## src/rtl/cb_pkg.sv

```systemverilog
// Shared definitions for the CRAZYBALLOON ROM download path.
// Holds the loader state encoding, image constants and the memory region
// bases used by the core to decode dn_addr into PROG / GFX / COLOR writes.
package cb_pkg;

  // Loader sequencing: wait, stream bytes, judge image, hold core, run.
  typedef enum logic [2:0] {
    CB_IDLE  = 3'd0,
    CB_LOAD  = 3'd1,
    CB_CHECK = 3'd2,
    CB_HOLD  = 3'd3,
    CB_RUN   = 3'd4
  } cb_ld_state_t;

  localparam int unsigned CB_IOCTL_ADDR_W = 25;
  localparam int unsigned CB_ADDR_W       = 16;
  localparam int unsigned CB_HOLD_CYCLES  = 1024;

  localparam logic [7:0]  CB_ROM_INDEX  = 8'd0;
  localparam logic [15:0] CB_IMAGE_SIZE = 16'h4000;

  // Region bases inside the downloaded image.
  localparam logic [15:0] CB_REGION_PROG  = 16'h0000;
  localparam logic [15:0] CB_REGION_GFX   = 16'h2000;
  localparam logic [15:0] CB_REGION_COLOR = 16'h3800;

  // True when a download byte address lies inside an image of the given size.
  function automatic logic cb_addr_in_image(
    input logic [CB_IOCTL_ADDR_W-1:0] addr,
    input logic [15:0]                size
  );
    return addr < CB_IOCTL_ADDR_W'(size);
  endfunction

endpackage

```

## src/rtl/cb_edge_det.sv

```systemverilog
// Edge detector for the ioctl_downl level.
// Ports:
//   clk_i     system clock
//   rst_ni    asynchronous active-low reset
//   level_i   level to watch
//   rise_c_o  high in the cycle level_i is first seen high (combinational)
//   fall_c_o  high in the cycle level_i is first seen low (combinational)
// The previous level resets to 1 so a download already active when reset
// is released is not mistaken for a fresh start; the loader waits for a
// genuine low-to-high transition.
module cb_edge_det (
  input  logic clk_i,
  input  logic rst_ni,
  input  logic level_i,
  output logic rise_c_o,
  output logic fall_c_o
);

  logic level_q;

  // Level history register.
  always_ff @(posedge clk_i or negedge rst_ni) begin
    if (!rst_ni) begin
      level_q <= 1'b1;
    end else begin
      level_q <= level_i;
    end
  end

  assign rise_c_o = level_i & ~level_q;
  assign fall_c_o = ~level_i & level_q;

endmodule

```

## src/rtl/cb_rom_loader.sv

```systemverilog
// ROM download front-end for the CRAZYBALLOON core.
// Turns the data_io byte stream into single-cycle core write strobes,
// range-checks and counts the image, and keeps the core in reset during
// the download and for HOLD_CYCLES clocks after a good one.
// Ports:
//   clk_sys, reset_n            clock, asynchronous active-low reset
//   ioctl_downl/index/addr/dout/wr  download stream from data_io
//   dn_addr/dn_data/dn_wr       registered core write port (1-cycle latency)
//   dn_ld                       download-in-progress level to the core
//   core_reset                  active-high core reset request
//   load_done/load_error        sticky result of the last matching image
module cb_rom_loader
  import cb_pkg::*;
#(
  parameter logic [7:0]  ROM_INDEX   = CB_ROM_INDEX,
  parameter logic [15:0] IMAGE_SIZE  = CB_IMAGE_SIZE,
  parameter int unsigned ADDR_W      = CB_ADDR_W,
  parameter int unsigned HOLD_CYCLES = CB_HOLD_CYCLES
) (
  input  logic              clk_sys,
  input  logic              reset_n,
  input  logic              ioctl_downl,
  input  logic [7:0]        ioctl_index,
  input  logic [24:0]       ioctl_addr,
  input  logic [7:0]        ioctl_dout,
  input  logic              ioctl_wr,
  output logic [ADDR_W-1:0] dn_addr,
  output logic [7:0]        dn_data,
  output logic              dn_wr,
  output logic              dn_ld,
  output logic              core_reset,
  output logic              load_done,
  output logic              load_error
);

  // Counter must reach IMAGE_SIZE+1 to distinguish exact from oversize.
  localparam int unsigned CNT_W = 17;
  localparam int unsigned TMR_W = (HOLD_CYCLES > 1) ? $clog2(HOLD_CYCLES) : 1;

  localparam logic [CNT_W-1:0] CNT_FULL = CNT_W'(IMAGE_SIZE);
  localparam logic [CNT_W-1:0] CNT_MAX  = CNT_W'(IMAGE_SIZE) + CNT_W'(1);
  localparam logic [TMR_W-1:0] TMR_LOAD = TMR_W'(HOLD_CYCLES - 1);

  cb_ld_state_t      state_q, state_d;
  logic [CNT_W-1:0]  cnt_q, cnt_d;
  logic [TMR_W-1:0]  tmr_q, tmr_d;
  logic              ovf_q, ovf_d;
  logic [ADDR_W-1:0] dn_addr_q, dn_addr_d;
  logic [7:0]        dn_data_q, dn_data_d;
  logic              dn_wr_q, dn_wr_d;
  logic              dn_ld_q, dn_ld_d;
  logic              core_reset_q, core_reset_d;
  logic              load_done_q, load_done_d;
  logic              load_error_q, load_error_d;

  logic              rise_c;
  logic              fall_c;
  logic              start_c;
  logic              in_image_c;

  cb_edge_det u_downl_edge (
    .clk_i    (clk_sys),
    .rst_ni   (reset_n),
    .level_i  (ioctl_downl),
    .rise_c_o (rise_c),
    .fall_c_o (fall_c)
  );

  // Only a download of our image index may start a load; others are invisible.
  assign start_c    = rise_c & (ioctl_index == ROM_INDEX);
  assign in_image_c = cb_addr_in_image(ioctl_addr, IMAGE_SIZE);

  // Next-state and output logic.
  always_comb begin
    state_d      = state_q;
    cnt_d        = cnt_q;
    tmr_d        = tmr_q;
    ovf_d        = ovf_q;
    dn_addr_d    = dn_addr_q;
    dn_data_d    = dn_data_q;
    dn_wr_d      = 1'b0;
    dn_ld_d      = dn_ld_q;
    core_reset_d = core_reset_q;
    load_done_d  = load_done_q;
    load_error_d = load_error_q;

    unique case (state_q)
      CB_IDLE: begin
        core_reset_d = 1'b1;
        if (start_c) begin
          state_d      = CB_LOAD;
          cnt_d        = '0;
          ovf_d        = 1'b0;
          load_done_d  = 1'b0;
          load_error_d = 1'b0;
          dn_ld_d      = 1'b1;
        end
      end

      CB_LOAD: begin
        // A byte arriving together with the falling edge is still taken.
        if (ioctl_wr) begin
          if (cnt_q != CNT_MAX) begin
            cnt_d = cnt_q + CNT_W'(1);
          end
          if (in_image_c) begin
            dn_wr_d   = 1'b1;
            dn_addr_d = ioctl_addr[ADDR_W-1:0];
            dn_data_d = ioctl_dout;
          end else begin
            ovf_d = 1'b1;
          end
        end
        if (fall_c) begin
          dn_ld_d = 1'b0;
          state_d = CB_CHECK;
        end
      end

      CB_CHECK: begin
        if ((cnt_q == CNT_FULL) && !ovf_q) begin
          load_done_d = 1'b1;
          tmr_d       = TMR_LOAD;
          state_d     = CB_HOLD;
        end else begin
          load_error_d = 1'b1;
          state_d      = CB_IDLE;
        end
      end

      CB_HOLD: begin
        core_reset_d = 1'b1;
        if (start_c) begin
          state_d      = CB_LOAD;
          cnt_d        = '0;
          ovf_d        = 1'b0;
          load_done_d  = 1'b0;
          load_error_d = 1'b0;
          dn_ld_d      = 1'b1;
        end else if (tmr_q == '0) begin
          state_d = CB_RUN;
        end else begin
          tmr_d = tmr_q - TMR_W'(1);
        end
      end

      CB_RUN: begin
        core_reset_d = 1'b0;
        if (start_c) begin
          state_d      = CB_LOAD;
          cnt_d        = '0;
          ovf_d        = 1'b0;
          load_done_d  = 1'b0;
          load_error_d = 1'b0;
          dn_ld_d      = 1'b1;
          core_reset_d = 1'b1;
        end
      end

      default: begin
        state_d      = CB_IDLE;
        core_reset_d = 1'b1;
        dn_ld_d      = 1'b0;
      end
    endcase
  end

  // State and output registers.
  always_ff @(posedge clk_sys or negedge reset_n) begin
    if (!reset_n) begin
      state_q      <= CB_IDLE;
      cnt_q        <= '0;
      tmr_q        <= '0;
      ovf_q        <= 1'b0;
      dn_addr_q    <= '0;
      dn_data_q    <= '0;
      dn_wr_q      <= 1'b0;
      dn_ld_q      <= 1'b0;
      core_reset_q <= 1'b1;
      load_done_q  <= 1'b0;
      load_error_q <= 1'b0;
    end else begin
      state_q      <= state_d;
      cnt_q        <= cnt_d;
      tmr_q        <= tmr_d;
      ovf_q        <= ovf_d;
      dn_addr_q    <= dn_addr_d;
      dn_data_q    <= dn_data_d;
      dn_wr_q      <= dn_wr_d;
      dn_ld_q      <= dn_ld_d;
      core_reset_q <= core_reset_d;
      load_done_q  <= load_done_d;
      load_error_q <= load_error_d;
    end
  end

  assign dn_addr    = dn_addr_q;
  assign dn_data    = dn_data_q;
  assign dn_wr      = dn_wr_q;
  assign dn_ld      = dn_ld_q;
  assign core_reset = core_reset_q;
  assign load_done  = load_done_q;
  assign load_error = load_error_q;

endmodule

```

## config.mk

```make
export PLATFORM = sky130hd
export DESIGN_NAME = cb_rom_loader
export DESIGN_NICKNAME = d
export VERILOG_FILES = /design/src/rtl/cb_pkg.sv /design/src/rtl/cb_edge_det.sv /design/src/rtl/cb_rom_loader.sv
export SDC_FILE = /design/constraint.sdc
export NUM_CORES = 1
export LEC_CHECK = 0
export BUFFER_PORTS_ARGS = -buffer_cell sky130_fd_sc_hd__buf_2
export CORE_ASPECT_RATIO = 1.2
export CORE_MARGIN = 2
export CORE_UTILIZATION = 45
export DETAILED_ROUTE_END_ITERATION = 16
export GPL_ROUTABILITY_DRIVEN = 0
export GPL_TIMING_DRIVEN = 0
export MAX_ROUTING_LAYER = met4
export PLACE_DENSITY = 0.72
export SLEW_MARGIN = 20
export SYNTH_ARGS = -nofsm -noshare
export SYNTH_HDL_FRONTEND = slang
export SYNTH_SLANG_ARGS = --single-unit
```

## constraint.sdc

```tcl
create_clock -name clk_sys -period 1.7 [get_ports clk_sys]
set_input_delay 0.34 -clock clk_sys [delete_from_list [all_inputs] [get_ports clk_sys]]
set_output_delay 0.34 -clock clk_sys [all_outputs]
set_load 0.05 [all_outputs]
```

==> qor.txt, run 1 <==
final setup vio count = 28
Buffers on Ports = 73
initial antenna violation count = 0
CP required = 1.97 ns
nets = 445
cts bufs inserted = 9
Fmax = 0.509 GHz
Crit Reg-Reg Startpoint = tmr_q[1]
Post-Synthesis Cells = 284
drt first pass iters = 4
number of I/O pins = 74
GRT Util Overall = 22.0%
max incr delay on CP = 0.47 ns
maximum VDD drop = 0.000591 V
combinational share of power = 4.9%
worst-skew pair later-pin latency = 0.36 ns
Int Pwr = 0.00244 W
Top FF cell, synth = dfrtp_1
final hold vios = 0
Switch Pwr = 0.000667 W
syn_area_per_cell = 10.4 um2
CP cell instances = buf_4 > or4_4 > or4_4 > o31ai_4 > a21oi_2 > a31oi_1
unrepaired setup endpoints after global routing = true
failing checks = setup timing
crit path DAT = 2.23 ns
Area contributors post-synth = dfrtp_1 50%, mux2_2 8.4%, a21oi_1 4.1%, nand2_1 2.7%, nor2_1 2.3%
top cells by count, synth = 59 x dfrtp_1, 24 x a21oi_1, 22 x mux2_2, 21 x nand2_1, 18 x nor2_1
Tmin final = 1.96 ns
Synth top area share = 49.9%
Final Total Pwr = 0.00311 W
Worst-path clk slew = 0.07 ns
Net Sw Frac = 21.5%
sequential share of power = 47.6%
ANT nets after route = 0
P_leak = 2.03 nW
post-synth top area cell = dfrtp_1
Starting Density = 46.2%
Synth Warn # = 0
TNS Setup = -3.14 ns
Buffers & Inverters on Critical Path = 1
placement row count = 32
clk buf depth = 2
Netlist cell types = 47
sequential area share after synthesis = 51.6%
worst clock skew = 0.0107 ns
ys async rst share = 100%
CP max-delay cell = or4_4
footprint of the multi-input gates = 1580 um2
drt wl/cell = 15.7 um
layout cells sized above 1 = 49.4%
max cap viols = 0
CP Class = reg2reg
# diodes = 0
final worst path period share = 116%
synthesis-to-finish area growth = 40.3%
top-count cell post-synth = dfrtp_1
Die W = 78.1 um
Synth Cell Area = 2960 um2
critical path's top delay family = simple AND/OR/NAND/NOR gates
# H-tree levels = 3
number of synthesized flops with an enable pin = 0
core area = 6410 um2
Register Area = 1540 um2
number of global-route vias before repair = 2,613
Placed Instance Area = 3450 um2
FF-to-FF End = tmr_q[9]
Syn Nets = 333
Post-route DRC = 0
DIE HEIGHT = 92.9 um
Post-DP HPWL = 4810 um
Vias = 2,657
critical path fanouts, max = 3
largest net degree at the start of global routing = 62
Crit. End Element = register
Hold-fix buffers, CTS = 0
PD cells = 748 nW/um2
Sink Count = 61
Layout fillers = 501
R2R depth = 6
total grt overflow = 0
CTS tree = built
max-slew violations = 0
fin area = 4160 um2
drt total wl = 7610 um
First DRT Iteration DRCs = 183
worst reg-to-reg setup slack = -0.26 ns
vias per cell = 5.47
Slew headroom = 49.6%
CTS root buf = clkbuf_8
power share of the clock group = 47.5%
Final WS setup = -0.264 ns
Crit path top cell by count = or4_4
outcome = finished with violations
flops & latches, synth = 61
Slew @ Worst Pin = 0.756 ns
HP Class = in2async
first-pass GRT wire length = 12,000 um
crit start category = register
Die ar. = 7250 um2
-- layout by cell type (no fill, tap or decap), drive strengths merged, types with 2 or more instances in the layout --
master	n
xor2	3
and2	4
o21ai	17
nand2b	5
nand3	10
ha	4
and3	3
nor2b	2
or2	4
nor4b	3
o31ai	8
inv	12
nor4	7
dfrtp	59
a21oi	25
buf	106
nor3	6
or4	5
bufinv	2
nor2	18
a31oi	5
clkbuf	16
dfstp	2
mux2	22
or3	7
o211ai	3
nand4	9
nand2	22
-- metal layers --
metal / routed length [um] / GRT usage (%) / share of wire, %
met5: 0 / - / 0
met2: 4150 / 36.9 / 55
met3: 314 / 3.61 / 4.1
met4: 186 / 11.7 / 2.4
met1: 2950 / 25.4 / 39
-- metrics by stage --
step	std cells	hold slack [ns]	worst slack, ns	utilization, %
3_5_place_dp	442	0.461	-0.442	53.8
3_3_place_gp	442	0.460	-0.434	53.8
2_1_floorplan	284	0.0444	-0.121	-
4_1_cts	480	0.0867	-0.244	63.0
6_report	486	0.0437	-0.264	64.9
5_1_grt	486	0.110	-0.332	64.9
-- power groups by stage --
stage / clock network (W) / registers [W] / logic (W)
after floorplan: 0 / 0.00151 / 0.0000302
after global placement: 0 / 0.00150 / 0.000127
after detailed placement: 0 / 0.00150 / 0.000131
after CTS: 0.00150 / 0.00148 / 0.000145
after global routing: 0.00155 / 0.00148 / 0.000172
final: 0.00147 / 0.00148 / 0.000153
-- worst max path at each step --
| stage | startpoint | slack, ns | endpoint | cells after the start |
|---|---|---|---|---|
| CTS | tmr_q[0] | -0.24 | tmr_q[9] | 5 |
| floorplan | tmr_q[2] | -0.12 | tmr_q[9] | 5 |
| finish | tmr_q[1] | -0.26 | tmr_q[9] | 6 |
| global route | tmr_q[1] | -0.33 | tmr_q[9] | 6 |
| global placement | ioctl_index[1] | -0.43 | cnt_q[3] | 7 |
| detailed placement | ioctl_index[1] | -0.44 | cnt_q[3] | 7 |
-- registers in the layout (all words and copies together) (netlist names), 3 cells and up --
name     flops
tmr_q       10
state_q      3
cnt_q       17
dn_data      8
dn_addr     16
-- repair_timing --
action / 4_1_cts / 5_1_grt
pin swaps: 25 / 12
setup buffers: 22 / 6
endpoints found under the setup margin: 53 / 49
resized for setup: 49 / 16
-- cells by family after synthesis --
group,Yosys count,synth area share (%)
buffers and inverters,20,2.83
DFF,61,51.6
and+or+nand+nor,109,20.4
AOI/OAI and AO/OA,65,14.2
adders and majority gates,4,1.69
muxes,22,8.37
xor gates and xnor gates,3,0.887
-- layout make-up --
type                    instances  share of cell area, %
flip-flops and latches         61                   36.9
well taps                      85                   2.56
clock inverters                 3                   1.63
inverters                      12                   1.08
plain buffers                   8                   1.75
repair buffers                101                   14.2
clock buffers                  13                   3.82
multi-input cells             203                   38.0
Note: power is estimated with default switching activity, not from simulation.
==> inputs of run 2 (changes only) <==
CORE_UTILIZATION = 48   (was 45)
PLACE_DENSITY = 0.76   (was 0.72)
==> qor.txt, run 2 (synthesis gave the netlist of run 1 again) <==
Die W = 75.7 um (was 78.1 um)
FF-to-FF End = tmr_q[9] (unchanged)
core area = 6010 um2 (was 6410 um2)
largest net degree at the start of global routing = 62 (unchanged)
Crit Reg-Reg Startpoint = tmr_q[0] (was tmr_q[1])
P_leak = 2.10 nW (was 2.03 nW)
final setup vio count = 24 (was 28)
most common cell after layout, fill and taps aside = buf_2 (unchanged)
vias per cell = 5.66 (was 5.47)
Post-DP HPWL = 4870 um (was 4810 um)
final hold vios = 0 (unchanged)
Starting Density = 49.3% (was 46.2%)
R2R depth = 5 (was 6)
clk buf depth = 2 (unchanged)
first-pass GRT wire length = 13,000 um (was 12,000 um)
critical path fanouts, max = 3 (unchanged)
initial antenna violation count = 0 (unchanged)
Slew @ Worst Pin = 0.765 ns (was 0.756 ns)
# H-tree levels = 3 (unchanged)
Crit. End Element = register (unchanged)
Sink Count = 61 (unchanged)
drt wl/cell = 17.6 um (was 15.7 um)
crit start category = register (unchanged)
maximum VDD drop = 0.000705 V (was 0.000591 V)
Slew headroom = 49.0% (was 49.6%)
max cap viols = 0 (unchanged)
Fmax = 0.520 GHz (was 0.509 GHz)
First DRT Iteration DRCs = 256 (was 183)
worst hold margin = 0.0594 ns (was 0.0437 ns)
PD cells = 752 nW/um2 (was 748 nW/um2)
number of global-route vias before repair = 2,788 (was 2,613)
Top reg by flops = cnt_q (unchanged)
synthesis-to-finish area growth = 45.5% (was 40.3%)
fin area = 4310 um2 (was 4160 um2)
drt total wl = 8680 um (was 7610 um)
cts bufs inserted = 9 (unchanged)
Die ar. = 6820 um2 (was 7250 um2)
number of I/O pins = 74 (unchanged)
Worst-path clk slew = 0.07 ns (about the same)
CP Class = reg2reg (unchanged)
HP Class = in2async (unchanged)
worst clock skew = 0.00585 ns (was 0.0107 ns)
placement row count = 31 (was 32)
crit path DAT = 2.20 ns (was 2.23 ns)
failing checks = setup timing (unchanged)
Vias = 2,788 (was 2,657)
Tmin final = 1.92 ns (was 1.96 ns)
GRT Util Overall = 25.8% (was 22.0%)
# diodes = 0 (unchanged)
Final WS setup = -0.225 ns (was -0.264 ns)
DIE HEIGHT = 90.0 um (was 92.9 um)
Post-route DRC = 0 (unchanged)
worst-skew pair later-pin latency = 0.36 ns (about the same)
max reg flops = 17 (unchanged)
worst reg-to-reg setup slack = -0.22 ns (was -0.26 ns)
CTS root buf = clkbuf_8 (unchanged)
outcome = finished with violations (unchanged)
nets = 455 (was 445)
CTS tree = built (unchanged)
most frequent cells in the layout = 74 x buf_2, 48 x dfrtp_1, 33 x buf_4 (was 74 x buf_2, 54 x dfrtp_1, 27 x buf_4)
total grt overflow = 0 (unchanged)
Placed Instance Area = 3440 um2 (was 3450 um2)
layout cells sized above 1 = 53.5% (was 49.4%)
final worst path period share = 113% (was 116%)
drt first pass iters = 4 (unchanged)
unrepaired setup endpoints after global routing = true (unchanged)
crit path launch = tmr_q[0] (was tmr_q[1])
Layout fillers = 399 (was 501)
ANT nets after route = 0 (unchanged)
CP required = 1.97 ns (about the same)
max-slew violations = 0 (unchanged)
Buffers on Ports = 73 (unchanged)
Hold-fix buffers, CTS = 0 (unchanged)
## run 2: cell count changes in the layout (fill, tap and decap cells not counted), moves of 4 or more
cell,delta
buf_4,+6
dfrtp_1,-6
dfrtp_2,+6
buf_6,+4
## run 2: final cells by class
class | instances | area [um2] | area share, %
multi-input cells | 203 | 1630 | 37.8
flip-flops and latches | 61 | 1540 | 35.8
repair buffers | 111 | 676 | 15.7
clock buffers | 12 | 145 | 3.37
well taps | 82 | 103 | 2.38
clock inverters | 4 | 95.1 | 2.21
plain buffers | 8 | 76.3 | 1.77
inverters | 12 | 45.0 | 1.04
## run 2: how the worst max path moves through the flow
stage / slack [ns] / cells past startpoint / end
2_1_floorplan: -0.12 / 5 / tmr_q[9]
3_3_place_gp: -0.42 / 7 / cnt_q[3]
3_5_place_dp: -0.46 / 7 / cnt_q[2]
4_1_cts: -0.22 / 8 / tmr_q[6]
5_1_grt: -0.31 / 5 / tmr_q[9]
6_report: -0.22 / 5 / tmr_q[9]
## run 2: per-layer routing
layer	wire length, um	GRT usage, %	vias to the layer above
met5	0	-	-
met4	352	13.5	0
met2	4870	42.2	86
met3	314	4.60	31
li1	-	-	1290
met1	3150	29.3	1381
## run 2: worst max-delay path, cell delays in order, from the launching register on
cell     delay [ns]
dfrtp_1        0.40
or4_4          0.55
or4_4          0.46
o31ai_4        0.19
a21oi_2        0.08
a31oi_1        0.16
## run 2: report_power, final
| group | total (W) | switching, W | internal (W) |
|---|---|---|---|
| registers | 0.00148 | 0.0000135 | 0.00146 |
| clock network | 0.00161 | 0.000596 | 0.00101 |
| logic | 0.000155 | 0.0000878 | 0.0000670 |
## run 2: repair_timing
action | in CTS | in global routing
pin swaps | 17 | 22
gates resized for setup | 35 | 46
buffers inserted | 27 | 13
setup endpoints to repair | 53 | 50
## run 2: per-stage QoR
step | std cells | setup WS (ns) | TNS (ns) | utilization [%] | total power [W]
6_report | 493 | -0.225 | -3.15 | 71.7 | 0.00324
5_1_grt | 493 | -0.308 | -5.50 | 71.7 | 0.00332
4_1_cts | 482 | -0.224 | -2.46 | 67.3 | 0.00323
3_5_place_dp | 439 | -0.455 | -12.37 | 57.3 | 0.00163
3_3_place_gp | 439 | -0.421 | -11.07 | 57.2 | 0.00163
2_1_floorplan | 284 | -0.121 | -0.961 | - | 0.00154
